`src/rtl/pulse_scheduler.sv`:
```
// Pseudo-random pulse scheduler: LFSR-drawn gap, width and channel per pulse.
// Optional build macro PULSE_SCHED_MASK_EN adds a per-channel output mask ch_mask.
module pulse_scheduler #(
  parameter int unsigned UNIT       = 20,
  parameter int unsigned NUM_PULSES = 100,
  parameter logic [15:0] SEED       = 16'hACE1
) (
  input  logic       clk,
  input  logic       rst_n,
  input  logic       start,
  input  logic       abort,
`ifdef PULSE_SCHED_MASK_EN
  input  logic [9:0] ch_mask,
`endif
  output logic [9:0] dout,
  output logic       busy,
  output logic       done,
  output logic [7:0] pulse_cnt
);

  typedef enum logic [2:0] {
    ST_IDLE,
    ST_DRAW,
    ST_GAP,
    ST_PULSE,
    ST_DONE
  } state_e;

  // An all-zero LFSR would lock up, so a zero seed is replaced.
  localparam logic [15:0] SEED_EFF = (SEED == 16'h0000) ? 16'h0001 : SEED;
  localparam logic [10:0] UNIT_W   = 11'(UNIT);
  localparam logic [7:0]  NUM_W    = 8'(NUM_PULSES);

  state_e      state_q, state_d;
  logic [15:0] lfsr_q, lfsr_d;
  logic [10:0] timer_q, timer_d;
  logic [1:0]  wid_q, wid_d;
  logic [3:0]  chan_q, chan_d;
  logic [7:0]  cnt_q, cnt_d;
  logic [9:0]  dout_q, dout_d;

  logic [15:0] lfsr_adv;
  logic [2:0]  gap_draw;
  logic [1:0]  wid_draw;
  logic [3:0]  chan_draw;
  logic [7:0]  cnt_inc;
  logic        ch_en;

  assign lfsr_adv  = {1'b0, lfsr_q[15:1]} ^ (lfsr_q[0] ? 16'hB400 : 16'h0000);
  assign gap_draw  = 3'(lfsr_adv[4:0] % 5'd6);
  assign wid_draw  = 2'(2'd1 + 2'(lfsr_adv[9:5] % 5'd3));
  assign chan_draw = 4'(lfsr_adv[15:10] % 6'd10);
  assign cnt_inc   = cnt_q + 8'd1;

`ifdef PULSE_SCHED_MASK_EN
  assign ch_en = ch_mask[chan_d];
`else
  assign ch_en = 1'b1;
`endif

  // NOTE: every _d signal gets a default before the case so no path leaves it unassigned (no latches).
  always_comb begin
    state_d = state_q;
    lfsr_d  = lfsr_q;
    timer_d = timer_q;
    wid_d   = wid_q;
    chan_d  = chan_q;
    cnt_d   = cnt_q;

    if (abort && (state_q != ST_IDLE)) begin
      state_d = ST_IDLE;
    end else begin
      unique case (state_q)
        ST_IDLE: begin
          if (start) begin
            state_d = ST_DRAW;
            cnt_d   = '0;
          end
        end
        ST_DRAW: begin
          lfsr_d = lfsr_adv;
          wid_d  = wid_draw;
          chan_d = chan_draw;
          if (gap_draw != 3'd0) begin
            state_d = ST_GAP;
            timer_d = 11'(gap_draw) * UNIT_W - 11'd1;
          end else begin
            state_d = ST_PULSE;
            timer_d = 11'(wid_draw) * UNIT_W - 11'd1;
          end
        end
        ST_GAP: begin
          if (timer_q == '0) begin
            state_d = ST_PULSE;
            timer_d = 11'(wid_q) * UNIT_W - 11'd1;
          end else begin
            timer_d = timer_q - 11'd1;
          end
        end
        ST_PULSE: begin
          if (timer_q == '0) begin
            cnt_d   = cnt_inc;
            state_d = (cnt_inc == NUM_W) ? ST_DONE : ST_DRAW;
          end else begin
            timer_d = timer_q - 11'd1;
          end
        end
        ST_DONE: state_d = ST_IDLE;
        default: state_d = ST_IDLE;
      endcase
    end

    // dout is registered, so it is decoded from the state being entered.
    dout_d = ((state_d == ST_PULSE) && ch_en) ? (10'd1 << chan_d) : '0;
  end

  // NOTE: state registers use non-blocking assignments so every flop samples pre-edge values.
  always_ff @(posedge clk or negedge rst_n) begin
    if (!rst_n) begin
      state_q <= ST_IDLE;
      lfsr_q  <= SEED_EFF;
      timer_q <= '0;
      wid_q   <= '0;
      chan_q  <= '0;
      cnt_q   <= '0;
      dout_q  <= '0;
    end else begin
      state_q <= state_d;
      lfsr_q  <= lfsr_d;
      timer_q <= timer_d;
      wid_q   <= wid_d;
      chan_q  <= chan_d;
      cnt_q   <= cnt_d;
      dout_q  <= dout_d;
    end
  end

  assign dout      = dout_q;
  assign busy      = (state_q != ST_IDLE);
  assign done      = (state_q == ST_DONE);
  assign pulse_cnt = cnt_q;

endmodule

```
`config.mk`:
```
export PLATFORM = sky130hd
export DESIGN_NAME = pulse_scheduler
export DESIGN_NICKNAME = d
export VERILOG_FILES = /design/src/rtl/pulse_scheduler.sv
export SDC_FILE = /design/constraint.sdc
export NUM_CORES = 1
export LEC_CHECK = 0
export BUFFER_PORTS_ARGS = -buffer_cell sky130_fd_sc_hd__buf_2
export CORE_MARGIN = 2
export CORE_UTILIZATION = 25
export CTS_CLUSTER_DIAMETER = 40
export CTS_CLUSTER_SIZE = 12
export DETAILED_ROUTE_END_ITERATION = 8
export PLACE_DENSITY = 0.5
export SLEW_MARGIN = 20
export SYNTH_ARGS = -nofsm -noshare
export SYNTH_HDL_FRONTEND = slang
export SYNTH_SLANG_ARGS = --single-unit
```
`constraint.sdc`:
```
create_clock -name clk -period 6.5 [get_ports clk]
set_input_delay 1.3 -clock clk [delete_from_list [all_inputs] [get_ports clk]]
set_output_delay 1.3 -clock clk [all_outputs]
set_load 0.01 [all_outputs]
```
### Word-level counts from Yosys, hierarchy flattened

Cells that the tools add are included.

* $add $sub $neg: 6
* multipliers: 3
* div/mod/pow operators: 3
* eq/ne operators: 9
* shift operators: 1
* muxes and demuxes: 18
* bitwise operators: 2
* reductions and logical operators: 10

Operators with widths (number)
* $mux 11: 3
* $pmux 11 s3: 1
* $mux 16: 1
* $mux 8: 2
* $pmux 8 s2: 1
* $sub 7x1->8 const B: 2
* $xor 15x16->16: 1
* $mux 3: 5
* $pmux 3 s4: 1
* $logic_not 11->1: 1
* $sub 11x1->11 const B: 1
* $mul 2x3->5 const B: 2
* $mux 10: 1
* $shl 1x4->10 const A: 1
* $eq 3x2->1 const B: 3
* $reduce_bool 3->1: 3
* $sub 8x1->9 const B: 1
* $add 8x1->8 const B: 1
* $eq 8x7->1 const B: 1
* $mux 4: 2
* $mod 6x4->6 const B: 1
* $mul 3x3->6 const B: 1
* $ne 2x2->1 const B: 3
* $mod 5x2->5 const B: 1
* 12 further kinds: 12

* flip-flop bits (word level): 54
* input bits: 4
* output and inout bits: 20
* logic and storage cells: 59

### Depth between registers and ports, before layout

* word-level depth: 9
* depth in mapped cells: 21
* depth with buffers taken out: 18

### Worst setup path after synthesis

No wires, ideal clock.

* path kind: flip-flop to flip-flop
* start point: reg lfsr_q[5]
* end point: reg timer_q[7]
* library setup time: 0.066 ns
* data arrival time: 3.525 ns
* required time: 6.434 ns
* slack: 2.909 ns
* cell stages (with the launch flop): 18
* buffers on the path: 0
* period minus slack after synthesis: 3.591 ns
* cell sequence: dfstp_2 > or2b_1 > ha_1 > or2_2 > o21ai_2 > ha_1 > inv_1 > o2111a_1 > a311oi_4 > o21ai_0 > inv_1 > ha_1 > nor2_1 > nand2_1 > nor3_1 > xnor2_1 > a211o_1 > nand2_1

* cells in the longest elaborated chain, start to end: 6
* elaborated cells on any way between the ends: 7
* those cells by class: 1 x add/sub; 1 x mul; 1 x div; 2 x mux; 1 x bitwise; 1 x reduce/logical

RTL lines
* start, declared: RTL line 35 `logic [15:0] lfsr_q, lfsr_d;`
* start signal, assigned: RTL line 129 `lfsr_q <= lfsr_d;`
* $xor 15x16->16 (*): RTL line 49 `assign lfsr_adv = {1'b0, lfsr_q[15:1]} ^ (lfsr_q[0] ? 16'hB400 : 16'h0000);`
* $mod 5x3->5 (*): RTL line 50 `assign gap_draw = 3'(lfsr_adv[4:0] % 5'd6);`
* $mul 3x3->6: RTL line 86 `timer_d = 11'(gap_draw) * UNIT_W - 11'd1;`
* $sub 8x1->9: RTL line 86
* $mux 11 (*): RTL line 84 `if (gap_draw != 3'd0) begin`
* $pmux 11 s3 (*): RTL line 73 `unique case (state_q)`
* end signal, assigned: RTL line 130 `timer_q <= timer_d;`
* end, declared: RTL line 36 `logic [10:0] timer_q, timer_d;`

Mark *: on every way between the ends. The rest lies on a longest branch, timed or not.
A chain may end at the register's enable or synchronous reset.

### Worst setup path after layout

Ends and elaborated chain as after synthesis.

==> results.toml <==
[cts]
cts_hold_buf = 0
cts_buffers = 5
cts_tree = "done"
cts_buffer_depth = 2
clock-sinks = 54
clkTransAtPathRegs_ns = 0.07
ctsResizeCount = 0
cts_root_buf = "clkbuf_16"
h-tree-depth = 2
post-cts-setup-buffers = 0
clk_latency_ns = 0.29

[grt]
grt_max_degree = 34
overflow = 0
track_usage_pct = 10.91
antenna_found_initial = 0
grt_pass1_wl_mm = 14.48
grt_pass1_vias = 3024

[logic_synthesis]
yosysSeqAreaShare_pct = 36.82
synth_seq_cells = 54
ys.flop_type = "dfrtp_1"
synth_edf_count = 0
ys.warnings.count = 0
syn_inst = 432
synthArstFlopShare_pct = 100.0
syn_area_mm2 = 0.003697
synth_area_per_cell_um2 = 8.559
synth_largest_area_cell = "dfrtp_1"
synth.distinct_cells = 73
synth_nets = 454
yosys.area.top_type_share_pct = 31.13
synthTopCellsByArea = "dfrtp_1 31%, ha_1 6.1%, dfstp_2 5.7%"

[timing]
tightest_slew_ns = 0.9238
fin_crit_ns = 4.024
setup_violations = 0
slew_headroom_pct = 38.23
skew_ns = 0.006310
slew_viol_final = 0
min_period_over_period_pct = 61.91
hold_viol = 0
finalSetupTns_ns = 0
rsz0062_at_grt = "false"
max_freq_mhz = 248.5

[drt]
drc = 0
wl_per_cell_um = 13.68
num_vias = 3162
dr.pass1.iters = 5
drt_iter0_drc = 279
vias_per_cell = 5.035
wl_mm = 8.588
detail-route-antenna-nets = 0

[die]
die_x_um = 125.6
initial_core_util_pct = 25.54
die-area_mm2 = 0.01578
die_h_um = 125.6
io_pins = 24
rows = 44
coreArea_mm2 = 0.01448

[run]
max_cap_viol_count = 0

[setup_path]
reg2reg_from = "lfsr_q[5]"
path_cells = "and2b_1 -> nand2_1 -> ha_1 -> or2_2 -> o21ai_2 -> ha_1 -> a221o_1 -> a21oi_2 -> ha_1 -> o21ai_0 -> inv_1 -> ha_1 -> nor2_1 -> nand2_1 -> nor3_1 -> xnor2_1 -> a211o_1 -> nand2_1"
cp-end-kind = "register"
crit_type = "reg2reg"
path_buf_inv = 1
slowest_stage = "dfstp_2"
r2r_setup_slack_ns = 2.48
cp_common_cell = "ha_1"
crit_path_start_kind = "register"
arrival_ns = 4.25
r2r-end = "timer_q[7]"
critPathMaxFanout = 7
worstPathRequired_ns = 6.73
slowest_delay_ns = 0.59
rr_worst_depth = 18
path_delay_family = "compound AO/OA/AOI/OAI gates"

[pwr]
fin_total_pwr_w = 0.002134
power.density_mw_per_mm2 = 514.2
peakVddDrop_uv = 147.4
p_leak_nw = 1.793

[final_layout]
diodes = 0
final_cell_mix = "56 x nand2_1, 46 x dfrtp_1, 36 x o21ai_0, 31 x nor2_1"
nets = 465
final_common_cell = "nand2_1"
layout-drive-gt1-share_pct = 14.19
area_growth_pct = 12.25

[place]
portBuffers = 23
dp_hpwl_mm = 6.127
gp_congestion = 0.9104

[hold_path]
min_path_type = "reg2reg"
worstHoldEndpoint = "lfsr_q[11]"
holdCritStartpoint = "lfsr_q[11]"
hold_depth = 2

[status]
status = "completed"
## sequential cells by signal, indices dropped and copies added, names as in the netlist
| name | count |
|---|---|
| pulse_cnt | 8 |
| lfsr_q | 16 |
| wid_q | 2 |
| dout | 10 |
| chan_q | 4 |
| state_q | 3 |
| timer_q | 11 |
## metal layers
metal  routed length, um  track usage (%)  vias to the layer above
met5                   0                0                        -
li1                    -                -                     1578
met3                 271            2.039                        7
met2                3982            18.25                       48
met4                  77            2.484                        0
met1                4257            14.69                     1529
## final cells by class
cell class              count  area [um^2]
fillers                  1533        10330
multi-input cells         332         2157
flip-flops and latches     54         1361
well taps                 184        230.2
clock buffers               6        138.9
repair buffers             25        130.1
inverters                  25        93.84
clock inverters             2        38.79
## power by group
group	leakage [nW]	switching [W]	internal, W
clock	0.0875	0.000128	0.000194
combinational	1.02	0.000706	0.000508
sequential	0.682	0.000152	0.000446
## per-stage QoR
step	instances	setup WS, ns	hold slack, ns	util (%)	area [um^2]
6_report	628	2.476	0.4911	28.66	4150
5_1_grt	628	2.119	0.5175	28.66	4150
4_1_cts	628	2.477	0.4933	28.66	4150
3_5_place_dp	620	2.513	0.4581	27.44	3973
3_3_place_gp	620	2.577	0.4549	27.44	3973
2_1_floorplan	432	2.909	0.4461	-	3697
## cell families (layout without fill, tap and decap cells)
group | count (synthesis) | count (layout) | synth area share [%]
AO/OA/AOI/OAI | 115 | 115 | 21.69
adder cells (fa/ha/maj) | 18 | 18 | 6.091
multiplexers | 5 | 5 | 1.557
AND/OR/NAND/NOR | 183 | 183 | 26.16
flip-flops | 54 | 54 | 36.82
buffers and inverters | 46 | 58 | 5.076
XOR/XNOR | 11 | 11 | 2.606
## tightest hold or removal path: cells and delay by family (launching register included)
kind,cells,cell delay (ns)
simple gates,2,0.11
flops,1,0.38
## how the worst max path moves through the flow
stage                   start          to  cells past startpoint
floorplan           lfsr_q[5]  timer_q[7]                     17
global placement    lfsr_q[5]  timer_q[7]                     18
detailed placement  lfsr_q[5]  timer_q[7]                     18
CTS                 lfsr_q[5]  timer_q[7]                     18
global route        lfsr_q[5]  timer_q[7]                     18
finish              lfsr_q[5]  timer_q[7]                     18
## cells in the mapped netlist (3+ instances only)
master	count
xnor2_1	7
ha_1	18
a221oi_1	4
clkbuf_1	11
nor4_1	7
a21o_1	3
nor3_1	17
inv_1	23
nor2b_1	9
nor2_1	31
a211o_1	3
a21oi_1	13
o21ai_1	10
o22ai_1	4
nor3b_1	4
and4_1	3
nand2b_1	9
dfstp_2	8
nand3_1	14
buf_2	9
a41oi_1	3
o21ai_0	36
nand2_1	56
dfrtp_1	46
a211oi_1	3
a31oi_1	6
nor4b_2	3
nand3b_1	5
mux2i_1	3
xor2_1	4
and3_1	8
Power figures use the tool's default switching activity.
